[src/rtl/rv16_pipe_adder_unit.sv]
// rv16_pipe_adder_unit: slice-pipelined adder/subtractor.
// Stage k adds bit slice k using the carry registered by stage k-1. The
// operands and the finished lower result bits ride along with each beat.
// The whole pipeline advances together, gated by the output handshake.
// The last stage register drives the outputs directly, so a stalled result
// holds stable without any extra storage.
// Optional feature: define RV16_ADDER_SAT_EN to clamp signed overflow to
// the most positive or most negative value. DATA must be a multiple of STAGES.
module rv16_pipe_adder_unit #(
  parameter int DATA   = 16,
  parameter int STAGES = 4
) (
  input  logic            clk,
  input  logic            rst_n,
  input  logic            in_valid,
  output logic            in_ready,
  input  logic [DATA-1:0] rs1_add_in,
  input  logic [DATA-1:0] rs2_add_in,
  input  logic            rp_cin,
  input  logic            sub_en,
  output logic            out_valid,
  input  logic            out_ready,
  output logic [DATA-1:0] rd_add_out,
  output logic            rp_cout,
  output logic            ovf_out,
  output logic            zero_out
);

  localparam int W    = DATA / STAGES;
  localparam int LAST = STAGES - 1;

  logic            advance;
  logic [DATA-1:0] b_eff;
  logic            cin_eff;
  logic [DATA-1:0] res_wrap;
  logic            a_msb;
  logic            b_msb;
  logic            ovf;

  // Subtraction is A + ~B + 1; rp_cin only matters in add mode.
  assign b_eff   = sub_en ? ~rs2_add_in : rs2_add_in;
  assign cin_eff = sub_en ? 1'b1 : rp_cin;

  for (genvar k = 0; k < STAGES; k++) begin : g_stage
    logic            vld;
    logic            c;
    logic [DATA-1:0] a;
    logic [DATA-1:0] b;
    logic [DATA-1:0] sum;

    logic            src_v;
    logic            src_c;
    logic [DATA-1:0] src_a;
    logic [DATA-1:0] src_b;
    logic [DATA-1:0] src_sum;
    logic [DATA-1:0] sum_nxt;
    logic [W:0]      slice;

    if (k == 0) begin : g_first
      assign src_v   = in_valid;
      assign src_c   = cin_eff;
      assign src_a   = rs1_add_in;
      assign src_b   = b_eff;
      assign src_sum = '0;
    end else begin : g_next
      assign src_v   = g_stage[k-1].vld;
      assign src_c   = g_stage[k-1].c;
      assign src_a   = g_stage[k-1].a;
      assign src_b   = g_stage[k-1].b;
      assign src_sum = g_stage[k-1].sum;
    end

    assign slice = {1'b0, src_a[k*W +: W]} + {1'b0, src_b[k*W +: W]} + {{W{1'b0}}, src_c};

    // Insert this stage's slice into the partial result carried by the beat.
    always_comb begin
      sum_nxt = src_sum;
      sum_nxt[k*W +: W] = slice[W-1:0];
    end

    // Stage register: moves only when the whole pipe advances.
    always_ff @(posedge clk or negedge rst_n) begin
      if (!rst_n) begin
        vld <= 1'b0;
        c   <= 1'b0;
        a   <= '0;
        b   <= '0;
        sum <= '0;
      end else if (advance) begin
        vld <= src_v;
        c   <= slice[W];
        a   <= src_a;
        b   <= src_b;
        sum <= sum_nxt;
      end
    end
  end

  assign out_valid = g_stage[LAST].vld;
  assign advance   = !out_valid || out_ready;
  assign in_ready  = advance;

  assign res_wrap = g_stage[LAST].sum;
  assign a_msb    = g_stage[LAST].a[DATA-1];
  assign b_msb    = g_stage[LAST].b[DATA-1];
  assign ovf      = (a_msb == b_msb) && (res_wrap[DATA-1] != a_msb);

`ifdef RV16_ADDER_SAT_EN
  // Both operands negative clamps to 100..0; both positive clamps to 011..1.
  assign rd_add_out = ovf ? {a_msb, {(DATA-1){~a_msb}}} : res_wrap;
`else
  assign rd_add_out = res_wrap;
`endif

  assign rp_cout  = g_stage[LAST].c;
  assign ovf_out  = ovf;
  // Gated by valid so the all-zero reset state does not report zero.
  assign zero_out = out_valid && (rd_add_out == '0);

endmodule

[config.mk]
export PLATFORM = sky130hd
export DESIGN_NAME = rv16_pipe_adder_unit
export DESIGN_NICKNAME = d
export VERILOG_FILES = /design/src/rtl/rv16_pipe_adder_unit.sv
export SDC_FILE = /design/constraint.sdc
export NUM_CORES = 1
export LEC_CHECK = 0
export CAP_MARGIN = 10
export CORE_ASPECT_RATIO = 1.5
export CORE_MARGIN = 5
export CORE_UTILIZATION = 40
export DETAILED_ROUTE_END_ITERATION = 10
export GPL_TIMING_DRIVEN = 0
export PLACE_DENSITY = 0.57
export SYNTH_ARGS = -nofsm -noshare
export SYNTH_HDL_FRONTEND = slang
export SYNTH_SLANG_ARGS = --single-unit
[constraint.sdc]
create_clock -name clk -period 3.56 [get_ports clk]
set_input_delay 0.534 -clock clk [delete_from_list [all_inputs] [get_ports clk]]
set_output_delay 0.534 -clock clk [all_outputs]
set_load 0.03 [all_outputs]
* Yosys cells after proc, flatten, opt, wreduce, memory -nomap -nowiden
Index checks and enable logic that the tools add are counted.
Operators by class: shift operators 0, multiplexer cells 2, multiply operators 0, div/mod/pow operators 0, bitwise gates (word level) 1, equal/unequal tests 2, order comparisons 0, add/sub/neg operators 8, reduce and logical (&&, ||, !) cells 5
Operators by type and width (count):
- $add A4 B4 Y5 | 4
- $add A5 B1 Y5 | 4
- $logic_not A16 Y1 | 1
- $mux W16 | 1
- $not A16 Y16 | 1
- $logic_and A1 B1 Y1 | 2
- $eq A1 B1 Y1 | 1
- $logic_not A1 Y1 | 1
- $logic_or A1 B1 Y1 | 1
- $mux W1 | 1
- $ne A1 B1 Y1 | 1
Storage, ports and cells: memories 0, bits in latches 0, bits in registers 176, ROM bits 0, memory bits (writable) 0, word-level logic and storage cells 38

* Longest topological paths before layout
word-level depth 4, depth in mapped cells 8

* Least setup slack after synthesis
Ideal clock, no wire load.
path kind input to register, start point input port sub_en, end point register g_stage[0].c, arrival 2.373 ns, stages on the path 8, path slack 1.060 ns, required time 3.433 ns, cell sequence buf_4 buf_6 or2_2 fa_1 fa_1 a21o_1 a211oi_1 a21oi_1
On the way: longest elaborated chain between the ends 3, elaborated cells on any way between the ends 4
RTL lines:
- start, declared | RTL line 20 | input logic sub_en,
- $mux W16 | RTL line 41 | assign b_eff = sub_en ? ~rs2_add_in : rs2_add_in;
- $add A4 B4 Y5 | RTL line 73 | assign slice = {1'b0, src_a[k*W +: W]} + {1'b0, src_b[k*W +: W]} + {{W{1'b0}}, src_c};
- $add A5 B1 Y5 * | RTL line 73
- end signal, assigned | RTL line 91 | c <= slice[W];
- end, declared | RTL line 46 | logic c;
Every way passes the cells marked *; elsewhere a longest branch is shown, timed or not. A chain may end at the register's enable or synchronous reset.

* Final worst setup path
start point input port out_ready, end point output port in_ready
On the way: longest elaborated chain between the ends 1
RTL lines:
- start, declared | RTL line 22 | input logic out_ready,
- $logic_or A1 B1 Y1 | RTL line 100 | assign advance = !out_valid || out_ready;
- end, declared | RTL line 16 | output logic in_ready,
Every way passes these cells.

==> metrics.cfg <==
[clocking]
post_cts_buffers = 0
root_buffer = clkbuf_16
cts-htree-levels = 3
cts_made_buffers = 9
cts_sinks = 98
clk_pin_slew_ns = 0.06
cts_tree = yes
clk_latency_ns = 0.34
holdBufCountCts = 0
cts_resized = 0
ctsLongestPathBuffers = 2

[grt]
antenna_found_initial = 0
grt_usage_pct = 15.8
grt_pass1_vias = 3264
grt-ovfl-total = 0
grt_first_pass_wirelength_mm = 16.0
grt_max_degree = 59

[cells_and_area]
area_growth_pct = 24.1
drive_gt1_share_pct = 8.32
final_nets = 595
antenna_cells = 0

[worst_setup_path]
crit_buf_inv = 6
critical_path_arrival_ns = 2.28
critical_path.most_common_cell = buf_6
reg2reg_from = g_stage[2].c
critPathMaxStageDelay_ns = 0.68
cp-end-kind = output pin
worstPathRequired_ns = 3.03
critPathKind = in -> out
start_kind = input port
path_max_fanout = 10
path_cells = clkdlybuf4s50_1 > nor2b_4 > buf_6 > inv_2 > buf_6 > buf_6 > clkdlybuf4s50_1
critPathTopFamily = buffers and inverters
crit_slowest_cell = clkdlybuf4s50_1
reg2reg_setup_slack_ns = 1.68
reg2reg_to = rp_cout
r2r_cells = 5

[power_and_ir_drop]
p_leak_uw = 0.00271
vdd_drop_max_uv = 292
powerDensity_nw_per_um2 = 866

[timing]
tightest_slew_ns = 0.560
slew_viol_final = 0
rsz0062_at_grt = false
final-hold-violation-count = 0
final.min_clock_period_ns = 2.82
fin_setup_tns_ns = 0
clock_skew_ns = 0.00574
setup_viol = 0
clock.fmax_ghz = 0.355
timing.final.crit_share_pct = 79.1
whs_ns = 0.182
relSlewSlack_pct = 62.7

[drt]
num_vias = 3148
viasPerCell = 4.58
routed_wl_mm = 9.54
drt_first_pass_iters = 4
routedWlPerCell_um = 13.9
drtIter0Drc = 101
drc = 0
ant_nets = 0

[synth]
ys_warn_count = 0
synth_edf_count = 0
yosys.cell_count.top_type = nand2_1
async_reset_ff_share_pct = 100
avgSynthCellArea_um2 = 9.45
synth_nets = 526
ys_ff_latch = 98
synth.area.top_cells = dfrtp_1 55%, nand2_1 19%, fa_1 3.6%, ha_1 3.4%, buf_6 2.8%
yosys-top-cells-count = 224 x nand2_1, 98 x dfrtp_1, 22 x o21ai_0, 12 x ha_1, 12 x xnor2_1
post-synth-top-area-cell = dfrtp_1
synth_top_area_share_pct = 55.4
syn_area_um2 = 4420
ys_types = 29
synthCells = 468
synthFlopType = dfrtp_1
seq_area_frac_synth_pct = 55.4

[floorplan]
rows = 47
ios = 59
start_util_pct = 40.4
dieWidth_um = 95.9
die_h_um = 139
core-area_um2 = 10900
dieArea_um2 = 13300

[hold_path]
min_path_type = in -> async

[outcome]
status = complete, no violations

[placement]
dp_hpwl_mm = 7.01
gp_congestion = 0.753
port_buffers = 57

[flow_run]
max_cap_violations = 0

-- where the power goes --
group	internal, uW	total, uW	switching (uW)
registers	1610	1920	310
clock network	558	947	390
logic	809	1880	1070
total	2980	4750	1770
-- flip-flops by register name (all words and copies together) (netlist names) --
register	count
g_stage.b	25
g_stage.c	3
out_valid	1
rd_add_out	16
g_stage.a	25
g_stage.sum	24
rp_cout	1
g_stage.vld	3
-- metrics by stage --
step	utilization (%)	setup WS, ns	total power [uW]	instance area, um^2	std cells
after global routing	50.2	0.700	5160	5490	688
after detailed placement	47.6	0.741	3860	5200	673
after global placement	47.3	-1.68	3800	5180	672
after CTS	50.2	0.730	4830	5490	688
after floorplan	-	1.06	3180	4420	468
final	50.2	0.745	4750	5490	688
-- cell type report --
cell class                      count  area (um^2)
Buffer                             24          195
Multi-Input combinational cell    335         1730
Clock buffer                       12          246
Fill cell                        1055         5450
Timing Repair Buffer               58          596
Clock inverter                      3         40.0
Sequential cell                    98         2450
Inverter                           11         41.3
Tap cell                          147          184
-- metal layers --
| metal | track usage, % | vias to the layer above | share of wire (%) |
|---|---|---|---|
| met2 | 28.0 | 48 | 54 |
| met5 | 0 | - | 0 |
| met4 | 5.62 | 0 | 1.8 |
| met3 | 2.93 | 10 | 3.2 |
| met1 | 18.6 | 1490 | 41 |
| li1 | - | 1600 | - |
-- worst register-to-register path, cell delays in order, from the launching register on --
cell and delay, ns:
dfrtp_1 0.43, fa_1 0.48, fa_1 0.42, a21o_1 0.18
a21oi_1 0.18, a21oi_2 0.08
-- cells in the final DEF (no fill, tap or decap) --
cell	netlist	routed
a21o_1	5	5
clkdlybuf4s50_1	0	56
nand4_1	1	1
clkbuf_1	1	3
dfrtp_1	98	98
nor2b_4	1	1
nor3_1	1	1
clkbuf_16	0	9
clkbuf_8	0	1
or2_2	1	1
fa_1	8	8
inv_2	1	1
o21a_1	2	2
clkinv_2	0	2
buf_4	3	4
nand2_1	224	224
a211oi_1	1	1
buf_16	0	1
nor2_1	10	10
nor2b_1	3	3
xor2_1	9	9
nor4b_1	1	1
buf_6	11	11
xnor2_1	12	12
nor4_1	3	3
ha_1	12	12
a21oi_1	7	7
a21oi_2	4	4
o31ai_1	1	1
o21ai_0	22	22
bufinv_16	0	1
inv_1	10	10
o21ai_1	6	6
nand2b_1	1	1
buf_2	9	9
-- cells by family after synthesis --
family,count (synthesis),synth area share (%)
fa+ha+maj,20,7.02
xor+xnor,21,4.16
flops,98,55.4
simple gates,246,21.8
compound gates,48,6.28
buf+inv,35,5.35
-- worst max path at each step --
stage              start                to  slack [ns]  depth (start not counted)
4_1_cts        out_ready          in_ready        0.73                          7
5_1_grt        out_ready          in_ready        0.70                          7
6_report       out_ready          in_ready        0.74                          7
3_5_place_dp   out_ready          in_ready        0.74                          7
2_1_floorplan     sub_en      g_stage[0].c        1.06                          8
3_3_place_gp       rst_n  g_stage[1].b[13]       -1.68                          1
Power figures use the tool's default switching activity.
==> patch (same settings) <==
Register the output `ovf_out`, cleared by the reset; this adds one clock of latency there. The other outputs are not delayed to match.
--- a/src/rtl/rv16_pipe_adder_unit.sv
+++ b/src/rtl/rv16_pipe_adder_unit.sv
@@ -113,7 +113,13 @@
 `endif
 
   assign rp_cout  = g_stage[LAST].c;
-  assign ovf_out  = ovf;
+  always_ff @(posedge clk or negedge rst_n) begin
+    if (!rst_n) begin
+      ovf_out <= '0;
+    end else begin
+      ovf_out <= ovf;
+    end
+  end
   // Gated by valid so the all-zero reset state does not report zero.
   assign zero_out = out_valid && (rd_add_out == '0);
 
Check against the original RTL: not equivalent (a bounded check fails within 10 cycles, from zero or initial values and one cycle with rst_n low).
==> patch against the unedited design <==
  * Sequential share of layout area is 0.27 points higher
  * Synthesized cell count is 0.21% higher
  * Worst setup slack worse by 39 ps
  * Fmax is 1.4% lower
  * Wire length is 0.96% lower
  * Sequential cell count is 1 higher
  * Count of clock-buffer cells in the layout is 2 lower
  * Die area is 0.51% higher
  * Via count is 1.6% higher
  * Power hardly changed
  * Cell area is 0.41% higher
  * Synthesized area is 0.57% higher
  * Critical path type unchanged
==> patch: results (changes against the unedited design) <==
* Status: finished clean (unchanged)
* Final cell count without fillers at 689 (was 688)
* Avg WL per Cell at 13.71 um (was 13.87 um)
* Tightest Hold Check Type: primary input to async pin (unchanged)
* Static leakage at 2.715 nW (was 2.711 nW)
* Pint at 2.975 mW (was 2.980 mW)
* Hold Worst Slack at 224.2 ps (was 182.4 ps)
* Filler cells at 1050 (was 1055)
* First-pass GRT wire length at 16.12 mm (was 16.04 mm)
* 1st-iter DRT viols at 82 (was 101)
* Area after DPL at 5228 um2 (was 5202 um2)
* Root buffer cell: clkbuf_16 (unchanged)
* Plain + repair buffers at 82 (unchanged)
* FF+latch area at 2477 um2 (was 2452 um2)
* # clk buffers at 10 (was 12)
* Skew final at 4.577 ps (was 5.739 ps)
* Vias in the first global route at 3281 (was 3264)
* Critical path peak fanout at 10 (unchanged)
* Reg-to-reg startpoint: g_stage[2].c$_DFFE_PN0P_ (unchanged)
* Post-route worst setup slack at 705.6 ps (was 744.6 ps)
* Place WS at 702.8 ps (was 740.9 ps)
* Area Growth Syn to Fin at 23.91% (was 24.10%)
* Cell Count Post-Placement at 674 (was 673)
* Clk_lat worst skew at 340 ps (about the same)
* Peak VDD IR at 0.0003081 V (was 0.0002921 V)
* Share of cells above drive strength 1 at 8.487% (was 8.318%)
* Largest regs: g_stage.a (25), g_stage.b (25), g_stage.sum (24) (unchanged)
* Fin nets at 596 (was 595)
* Largest net degree at the start of global routing at 52 (was 59)
* Multi-input gate area at 1734 um2 (unchanged)
* Post-Syn Nets at 527 (was 526)
* Slowest stage delay, CP at 690 ps
* Ranking of synthesized cells by area: dfrtp_1 (56%), nand2_1 (19%), fa_1 (3.6%) (was dfrtp_1 (55%), nand2_1 (19%), fa_1 (3.6%))
* CP max-delay cell: clkdlybuf4s50_1 (unchanged)
* Drt pass-1 iters at 6 (was 4)
* Setup crit end: in_ready (unchanged)
* Num CTS Buffers at 9 (unchanged)
* N_diodes at 0 (unchanged)
* Initial antenna violation count at 0 (unchanged)
* Htree depth at 3 (unchanged)
* Critical path's top delay family: buffers and inverters (unchanged)
* Port bufs at 57 (unchanged)
* Layout non-clock buf frac at 14.35% (was 14.41%)
* Reg2reg setup slack at 1720 ps (was 1680 ps)
* Worst EP arrival at 2320 ps (was 2280 ps)
* Commonest cells post-synth: nand2_1 (224), dfrtp_1 (99), o21ai_0 (22) (was nand2_1 (224), dfrtp_1 (98), o21ai_0 (22))
* GPL Wtd Cong at 0.7512 (was 0.7528)
* Synthesis warning total at 0 (unchanged)
* Yosys reg bits at 99 (was 98)
* Multi-In Gates at 335 (unchanged)
* Dpl hpwl at 7.030 mm (was 7.012 mm)
* Clock-cell share of area at 5.153% (was 5.220%)
* Seq/Total Area, Yosys at 55.70% (was 55.45%)
* # Post-CTS Setup Buffers at 0 (unchanged)
* Yosys cell types at 29 (unchanged)
* Post-Synthesis Cells at 469 (was 468)
* Slew of the pin with the lowest slew margin at 676.5 ps (was 559.8 ps)
* Total GRT Usage at 15.71% (was 15.78%)
* Vias at 3197 (was 3148)
-- patch: per-layer routing --
| metal | GRT usage, % | share of wire (%) |
|---|---|---|
| met1 | 19.56 | 42 |
| met4 | 5.172 | 1.3 |
| met3 | 2.932 | 3.5 |
| met2 | 26.87 | 53 |
| met5 | 0 | 0 |
-- patch: power by group through the flow --
stage	clock network [mW]	registers, mW	logic, mW
finish	0.935	1.95	1.87
global route	0.999	2.02	2.15
CTS	0.959	1.95	1.92
detailed placement	0	1.97	1.90
global placement	0	1.96	1.85
floorplan	0	2.09	1.10
-- patch: cells by family after synthesis --
family | synth area share, %
compound gates | 6.245
fa+ha+maj | 6.976
simple gates | 21.63
buf+inv | 5.316
flops | 55.70
xor+xnor | 4.135
-- patch: worst register-to-register path: cells and delay by family (launching register included) --
kind / cells / cell delay (ps)
AOI/OAI and AO/OA: 3 / 430
adders and majority gates: 2 / 890
DFF: 1 / 420
